`config.mk`:
```
export PLATFORM = sky130hd
export DESIGN_NAME = gsens_tilt_filt_flat
export DESIGN_NICKNAME = d
export VERILOG_FILES = /design/src/rtl/gsens_tilt_filt_if.sv /design/src/rtl/gsens_tilt_filt.sv /design/src/flat_wrapper.sv
export SDC_FILE = /design/constraint.sdc
export NUM_CORES = 1
export LEC_CHECK = 0
export ABC_AREA = 1
export ABC_CLOCK_PERIOD_IN_PS = 2800
export BUFFER_PORTS_ARGS = -buffer_cell sky130_fd_sc_hd__buf_4
export CAP_MARGIN = 20
export CELL_PAD_IN_SITES_DETAIL_PLACEMENT = 0
export CELL_PAD_IN_SITES_GLOBAL_PLACEMENT = 1
export CORE_MARGIN = 8
export CORE_UTILIZATION = 45
export CTS_CLUSTER_DIAMETER = 30
export DETAILED_ROUTE_END_ITERATION = 10
export HOLD_SLACK_MARGIN = 0.12
export PLACE_DENSITY_LB_ADDON = 0.1
export REMOVE_ABC_BUFFERS = 1
export SLEW_MARGIN = 25
export SYNTH_ARGS = -nofsm -noshare
export SYNTH_HDL_FRONTEND = slang
export SYNTH_SLANG_ARGS = --single-unit
```
`constraint.sdc`:
```
create_clock -name iCLK -period 2.8 [get_ports iCLK]
set_input_delay 0.14 -clock iCLK [delete_from_list [all_inputs] [get_ports iCLK]]
set_output_delay 0.14 -clock iCLK [all_outputs]
set_load 0.05 [all_outputs]
```
`src/rtl/gsens_tilt_filt_if.sv`:
```
// Sample handshake bundle for gsens_tilt_filt.
// The producer (master) drives the strobe, axis index and raw sample;
// the filter (slave) answers with oREADY.
interface gsens_tilt_filt_if #(
  parameter int N_AXES = 3,
  parameter int DATA_W = 10
);
  localparam int AX_W = (N_AXES > 1) ? $clog2(N_AXES) : 1;

  logic              iVALID;
  logic [AX_W-1:0]   iAXIS;
  logic [DATA_W-1:0] iDIG;
  logic              oREADY;

  modport master (output iVALID, output iAXIS, output iDIG, input oREADY);
  modport slave  (input iVALID, input iAXIS, input iDIG, output oREADY);
endinterface

```
`src/rtl/gsens_tilt_filt.sv`:
```
// gsens_tilt_filt: per-axis accelerometer window averager with range
// selection, optional hysteresis and held tilt magnitude/direction outputs.
// Optional feature: define GSENS_TILT_HYST_EN to only rewrite a held value
// when the new selected value moves by at least HYST_TH LSBs.
// Pipeline: sample edge -> stage 1 (average/select) -> stage 2 (hold).
// A range change on iG_INT2 flushes every axis window, one axis per cycle.
module gsens_tilt_filt #(
  parameter int N_AXES   = 3,
  parameter int DATA_W   = 10,
  parameter int AMT_W    = 4,
  parameter int AVG_LOG2 = 2,
  parameter int HYST_TH  = 2
) (
  input  logic                    iCLK,
  input  logic                    iRST_N,
  input  logic                    iG_INT2,
  gsens_tilt_filt_if.slave        smp,
  output logic [N_AXES*AMT_W-1:0] tilt_amount,
  output logic [N_AXES-1:0]       tilt_direction,
  output logic [N_AXES-1:0]       oUPD,
  output logic                    oERR
);
  localparam int AX_W  = (N_AXES > 1) ? $clog2(N_AXES) : 1;
  localparam int S     = AMT_W + 1;
  localparam int ACC_W = DATA_W + AVG_LOG2;
  localparam int CNT_W = AVG_LOG2 + 1;
  localparam logic [CNT_W-1:0] CNT_LAST = CNT_W'((1 << AVG_LOG2) - 1);
  localparam logic [AX_W:0]    N_AX_L   = (AX_W + 1)'(N_AXES);
  localparam logic [AX_W-1:0]  AX_LAST  = AX_W'(N_AXES - 1);

  typedef enum logic {RUN, FLUSH} state_t;

  state_t                  state;
  logic                    ready_q;
  logic                    range_q;
  logic [AX_W-1:0]         flush_idx;
  logic signed [ACC_W-1:0] acc [N_AXES];
  logic [CNT_W-1:0]        cnt [N_AXES];
  logic                    s1_vld;
  logic [AX_W-1:0]         s1_axis;
  logic signed [S-1:0]     s1_val;
  logic signed [S-1:0]     held [N_AXES];
  logic [N_AXES-1:0]       upd_q;
  logic                    err_q;

  logic                    accept;
  logic                    ax_ok;
  logic [AX_W-1:0]         ax_idx;
  logic                    range_chg;
  logic                    take_smp;
  logic                    take_res;
  logic signed [ACC_W-1:0] sum_c;
  logic [DATA_W-1:0]       avg_c;
  logic                    win_done_c;
  logic signed [S-1:0]     sel_c;
`ifdef GSENS_TILT_HYST_EN
  logic signed [S:0]       diff_c;
  logic [S:0]              mag_c;
`endif

  assign accept    = smp.iVALID && ready_q;
  assign ax_ok     = {1'b0, smp.iAXIS} < N_AX_L;
  assign ax_idx    = ax_ok ? smp.iAXIS : '0;
  assign range_chg = iG_INT2 != range_q;
  assign take_smp  = accept && ax_ok && (state == RUN) && !range_chg;

  assign smp.oREADY = ready_q;
  assign oUPD       = upd_q;
  assign oERR       = err_q;

  // Accumulate the incoming sample, form the window average and pick the range-dependent bits.
  always_comb begin
    sum_c      = acc[ax_idx] + ACC_W'($signed(smp.iDIG));
    avg_c      = DATA_W'(sum_c >>> AVG_LOG2);
    win_done_c = cnt[ax_idx] == CNT_LAST;
    sel_c      = '0;
    if (range_q) begin
      sel_c = avg_c[DATA_W-1 -: S];
    end else if (avg_c[DATA_W-1] == avg_c[DATA_W-2]) begin
      sel_c = avg_c[DATA_W-2 -: S];
    end else if (!avg_c[DATA_W-1]) begin
      sel_c = {1'b0, {AMT_W{1'b1}}};
    end else begin
      sel_c = {1'b1, {AMT_W{1'b0}}};
    end
  end

  // Decide whether the stage-1 result may overwrite the held value of its axis.
  always_comb begin
`ifdef GSENS_TILT_HYST_EN
    diff_c   = (S + 1)'(s1_val) - (S + 1)'(held[s1_axis]);
    mag_c    = diff_c[S] ? -diff_c : diff_c;
    take_res = int'(mag_c) >= HYST_TH;
`else
    take_res = 1'b1;
`endif
  end

  // Turn each held signed value into a direction bit and a saturated magnitude.
  always_comb begin
    tilt_amount    = '0;
    tilt_direction = '0;
    for (int k = 0; k < N_AXES; k++) begin
      tilt_direction[k] = held[k][S-1];
      if (!held[k][S-1]) begin
        tilt_amount[k*AMT_W +: AMT_W] = held[k][AMT_W-1:0];
      end else if (held[k] == {1'b1, {AMT_W{1'b0}}}) begin
        tilt_amount[k*AMT_W +: AMT_W] = '1;
      end else begin
        tilt_amount[k*AMT_W +: AMT_W] = AMT_W'(-held[k]);
      end
    end
  end

  // RUN/FLUSH controller together with the accumulators, pipeline and held values.
  always_ff @(posedge iCLK or negedge iRST_N) begin
    if (!iRST_N) begin
      state     <= RUN;
      ready_q   <= 1'b1;
      range_q   <= 1'b0;
      flush_idx <= '0;
      s1_vld    <= 1'b0;
      s1_axis   <= '0;
      s1_val    <= '0;
      upd_q     <= '0;
      err_q     <= 1'b0;
      for (int k = 0; k < N_AXES; k++) begin
        acc[k]  <= '0;
        cnt[k]  <= '0;
        held[k] <= '0;
      end
    end else begin
      upd_q  <= '0;
      err_q  <= accept && !ax_ok;
      s1_vld <= 1'b0;
      case (state)
        RUN: begin
          if (range_chg) begin
            state     <= FLUSH;
            ready_q   <= 1'b0;
            range_q   <= iG_INT2;
            flush_idx <= '0;
          end else begin
            if (take_smp) begin
              if (win_done_c) begin
                acc[ax_idx] <= '0;
                cnt[ax_idx] <= '0;
                s1_vld      <= 1'b1;
                s1_axis     <= ax_idx;
                s1_val      <= sel_c;
              end else begin
                acc[ax_idx] <= sum_c;
                cnt[ax_idx] <= cnt[ax_idx] + 1'b1;
              end
            end
            if (s1_vld && take_res) begin
              held[s1_axis]  <= s1_val;
              upd_q[s1_axis] <= 1'b1;
            end
          end
        end
        FLUSH: begin
          if (range_chg) begin
            range_q   <= iG_INT2;
            flush_idx <= '0;
          end else begin
            acc[flush_idx] <= '0;
            cnt[flush_idx] <= '0;
            if (flush_idx == AX_LAST) begin
              state   <= RUN;
              ready_q <= 1'b1;
            end else begin
              flush_idx <= flush_idx + 1'b1;
            end
          end
        end
        default: begin
          state   <= RUN;
          ready_q <= 1'b1;
        end
      endcase
    end
  end
endmodule

```
`src/flat_wrapper.sv`:
```
// flat-port wrapper written by rule: the top's interface ports become plain ports
module gsens_tilt_filt_flat 
#(
  parameter int N_AXES   = 3,
  parameter int DATA_W   = 10,
  parameter int AMT_W    = 4,
  parameter int AVG_LOG2 = 2,
  parameter int HYST_TH  = 2
)
  (iCLK, iRST_N, iG_INT2, tilt_amount, tilt_direction, oUPD, oERR, smp_iVALID, smp_iAXIS, smp_iDIG, smp_oREADY);
  gsens_tilt_filt_if #(.N_AXES(N_AXES), .DATA_W(DATA_W)) smp_i ();
  input  logic iCLK;
  input  logic iRST_N;
  input  logic iG_INT2;
  output logic [N_AXES*AMT_W-1:0] tilt_amount;
  output logic [N_AXES-1:0] tilt_direction;
  output logic [N_AXES-1:0] oUPD;
  output logic oERR;
  input wire logic [$bits(smp_i.iVALID)-1:0] smp_iVALID;
  input wire logic [$bits(smp_i.iAXIS)-1:0] smp_iAXIS;
  input wire logic [$bits(smp_i.iDIG)-1:0] smp_iDIG;
  output wire logic [$bits(smp_i.oREADY)-1:0] smp_oREADY;
  assign smp_i.iVALID = smp_iVALID;
  assign smp_i.iAXIS = smp_iAXIS;
  assign smp_i.iDIG = smp_iDIG;
  assign smp_oREADY = smp_i.oREADY;
  gsens_tilt_filt #(.N_AXES(N_AXES), .DATA_W(DATA_W), .AMT_W(AMT_W), .AVG_LOG2(AVG_LOG2), .HYST_TH(HYST_TH)) u_core (.iCLK(iCLK), .iRST_N(iRST_N), .iG_INT2(iG_INT2), .smp(smp_i), .tilt_amount(tilt_amount), .tilt_direction(tilt_direction), .oUPD(oUPD), .oERR(oERR));
endmodule
```
==> impl_metrics.toml <==
[global_route]
met3_usage_pct = 3.15
grtUsageMet2_pct = 31.1
grt_pass1_vias = 4479
antenna_found_initial = 0
grt_overflow = 0
gr-max-usage-layer = "met2"
grtUsageTotal_pct = 19.2
grt_max_degree = 78
gr-usage-met1_pct = 25.4
grt_pass1_wl_um = 22100

[drt]
ant_nets = 0
drt_wl_total_um = 13400
drt_iter0_markers = 331
first_pass_iters = 5
viasPerCell = 5.11
drc = 0
dr_total_vias = 4587
wl_per_cell_um = 14.9

[synth]
ys_seq_area_share_pct = 39.7
ys_warn_count = 0
synth_area_um2 = 4860
syn-instance-count = 669
syn_avg_cell_area_um2 = 7.26
synth_edf_count = 0
ys_seq_elements = 77
yosys_most_used_dff = "dfrtp_1"
synth.distinct_cells = 37
async_flop_share_pct = 100

[sta]
max_clock_freq_ghz = 0.388
setup_viol_count_final = 0
hold_ws_ns = 0.318
tns_ns = 0
setup_ws_ns = 0.219
finClkSkew_ns = 0.00424
maxSlewHeadroom_pct = 42.6
worstMarginPinSlew_ns = 0.857
rsz0062_at_grt = "false"
hold_viol_final = 0
drv_slew = 0
period_share_pct = 92.2
layout_min_cycle_time_ns = 2.58

[layout]
layout-drive-gt1-share_pct = 16.8
nets = 794
antennaDiodeCount = 0
fin_cells = 897
syn2layout_area_growth_pct = 21.5
finalInstanceArea_um2 = 5900
fill_cells = 1043
final_core_util_pct = 55.2

[clocking]
root_buffer = "clkbuf_8"
clk_latency_ns = 0.36
clkSinkCount = 77
cts_setup_buffers = 0
cts_tree = "yes"
path_clk_slew_ns = 0.08
cts_inserted_buffers = 9
cts_max_level = 3
cts_buffer_depth = 2

[worst_setup_path]
cp_common_cell = "o21ai_0"
crit_required_ns = 3.08
crit_path_end_kind = "flip-flop"
crit_buf_inv = 3
critical-path-slowest-cell = "dfrtp_1"
worstPathArrival_ns = 2.87
path_cells = "inv_1 > a21oi_1 > o21ai_0 > o21ai_0 > buf_4 > ha_1 > nand2_1 > nor2_1 > nand3_1 > nand4_1 > nand2_1 > buf_4 > nor2_2 > o21ai_0 > o21ai_0"
worstSetupPathType = "flip-flop to flip-flop"
reg2reg_depth = 15
critPathTopFamily = "simple AND/OR/NAND/NOR gates"
crit_fanout = 4
worst-path-stages = 15
start_kind = "flip-flop"
cpPeakStageDelay_ns = 0.37

[power]
swShare_pct = 38.7
internal-power_mw = 2.27
p_switching_mw = 1.43
power_mw = 3.70
power_frac_clock_pct = 23.3
ir_drop_uv = 313
seqPwrFrac_pct = 37.3
pwr-share-comb_pct = 39.4
power_leakage_nw = 2.98
power_density_nw_per_um2 = 627

[min_path]
hold-path-cell-count = 5
hold_path_class = "input port to flip-flop"

[outcome]
status = "finished clean"

[placed_design]
place.gp.congestion = 0.878
port_buffers = 35
pre_cts_slack_ns = -0.211
placed_area_um2 = 5670
dp_hpwl_um = 9960
dpl.cell_count = 878

[floorplan]
die_y_um = 120
dieArea_um2 = 14400
initial_core_util_pct = 45.4
core_area_um2 = 10700
rows = 38
die_w_um = 120
ios = 36

[run]
drv_cap = 0
[state kept, by name, indices dropped and copies added, names as in the netlist]
register	cells
u_core.oERR	1
u_core.tilt_direction	3
u_core.held	12
u_core.range_q	1
u_core.smp.oREADY	1
u_core.oUPD	3
u_core.s1_axis	2
u_core.acc	36
u_core.s1_val	5
u_core.s1_vld	1
u_core.state	1
u_core.flush_idx	2
u_core.cnt	9
[final timing paths]
kind / from / to / slack, ns
max: u_core.acc[18] / u_core.acc[10] / 0.22
min: smp_iAXIS[1] / u_core.oERR / 0.32
max reg2reg: u_core.acc[18] / u_core.acc[10] / 0.22
min reg2reg: u_core.smp.oREADY / u_core.smp.oREADY / 0.50
max in group asynchronous: iRST_N / u_core.acc[35] / 1.91
min in group asynchronous: iRST_N / u_core.held[12] / 0.36
[cells in the final DEF, fill, tap and decap left out, drive strengths merged, types with 12 or more instances in the layout]
cell type,n
clkbuf,12
ha,25
o21ai,124
nand2,167
nor2,42
nand3,32
buf,91
a21oi,38
dfrtp,76
inv,101
[layout make-up]
type	count	area, um^2	share of cell area (%)
Timing Repair Buffer	94	779	13.2
Clock buffer	12	135	2.29
Multi-Input combinational cell	469	2450	41.6
Inverter	101	379	6.42
Sequential cell	77	1930	32.7
Clock inverter	4	51.3	0.869
Tap cell	140	175	2.97
[routing by layer]
layer	vias to the layer above	share of wire (%)
li1	2329	-
met1	2111	47
met2	130	47
met3	17	4.6
met4	0	1.5
met5	-	0
[power by group through the flow]
| stage | logic, mW | clock network [mW] | registers [mW] |
|---|---|---|---|
| floorplan | 0.835 | 0 | 1.41 |
| finish | 1.46 | 0.862 | 1.38 |
| global placement | 1.42 | 0 | 1.40 |
| detailed placement | 1.43 | 0 | 1.40 |
| global route | 1.62 | 0.915 | 1.40 |
| CTS | 1.45 | 0.868 | 1.38 |
[worst min-delay path, delay by kind of cell]
family / cells / cell delay [ns]
simple gates: 1 / 0.10
fa+ha+maj: 1 / 0.15
buf+inv: 3 / 0.25
[Yosys cell counts (all sizes together), types with 2 or more instances]
library cell / instances / area share, %
buf: 12 / 1.5
ha: 25 / 6.4
nand4: 2 / 0.26
nor2: 42 / 3.5
o21a: 5 / 0.77
clkbuf: 10 / 0.77
o21bai: 3 / 0.46
or2: 6 / 0.77
a21o: 3 / 0.46
nor3: 6 / 0.62
a21oi: 38 / 4.4
inv: 101 / 7.8
nand2: 167 / 13
nand3: 32 / 3.3
xnor2: 2 / 0.52
o211ai: 3 / 0.46
o21ai: 124 / 13
dfrtp: 76 / 39
a22oi: 3 / 0.46
[logic make-up (layout without fill, tap and decap cells)]
kind of cell    count (synthesis)  count (layout)  share of synthesized area, %
compound gates                184             184                          21.0
xor+xnor                        3               3                         0.695
fa+ha+maj                      26              26                          6.85
buf+inv                       123             211                          10.1
flops                          77              77                          39.7
simple gates                  256             256                          21.7
[what timing repair did]
action                     in CTS  in global routing
hold endpoints to repair       78                  0
setup endpoints to repair       0                 11
gates resized for setup         0                  6
hold buffers                    3                  0
Power figures use the tool's default switching activity.
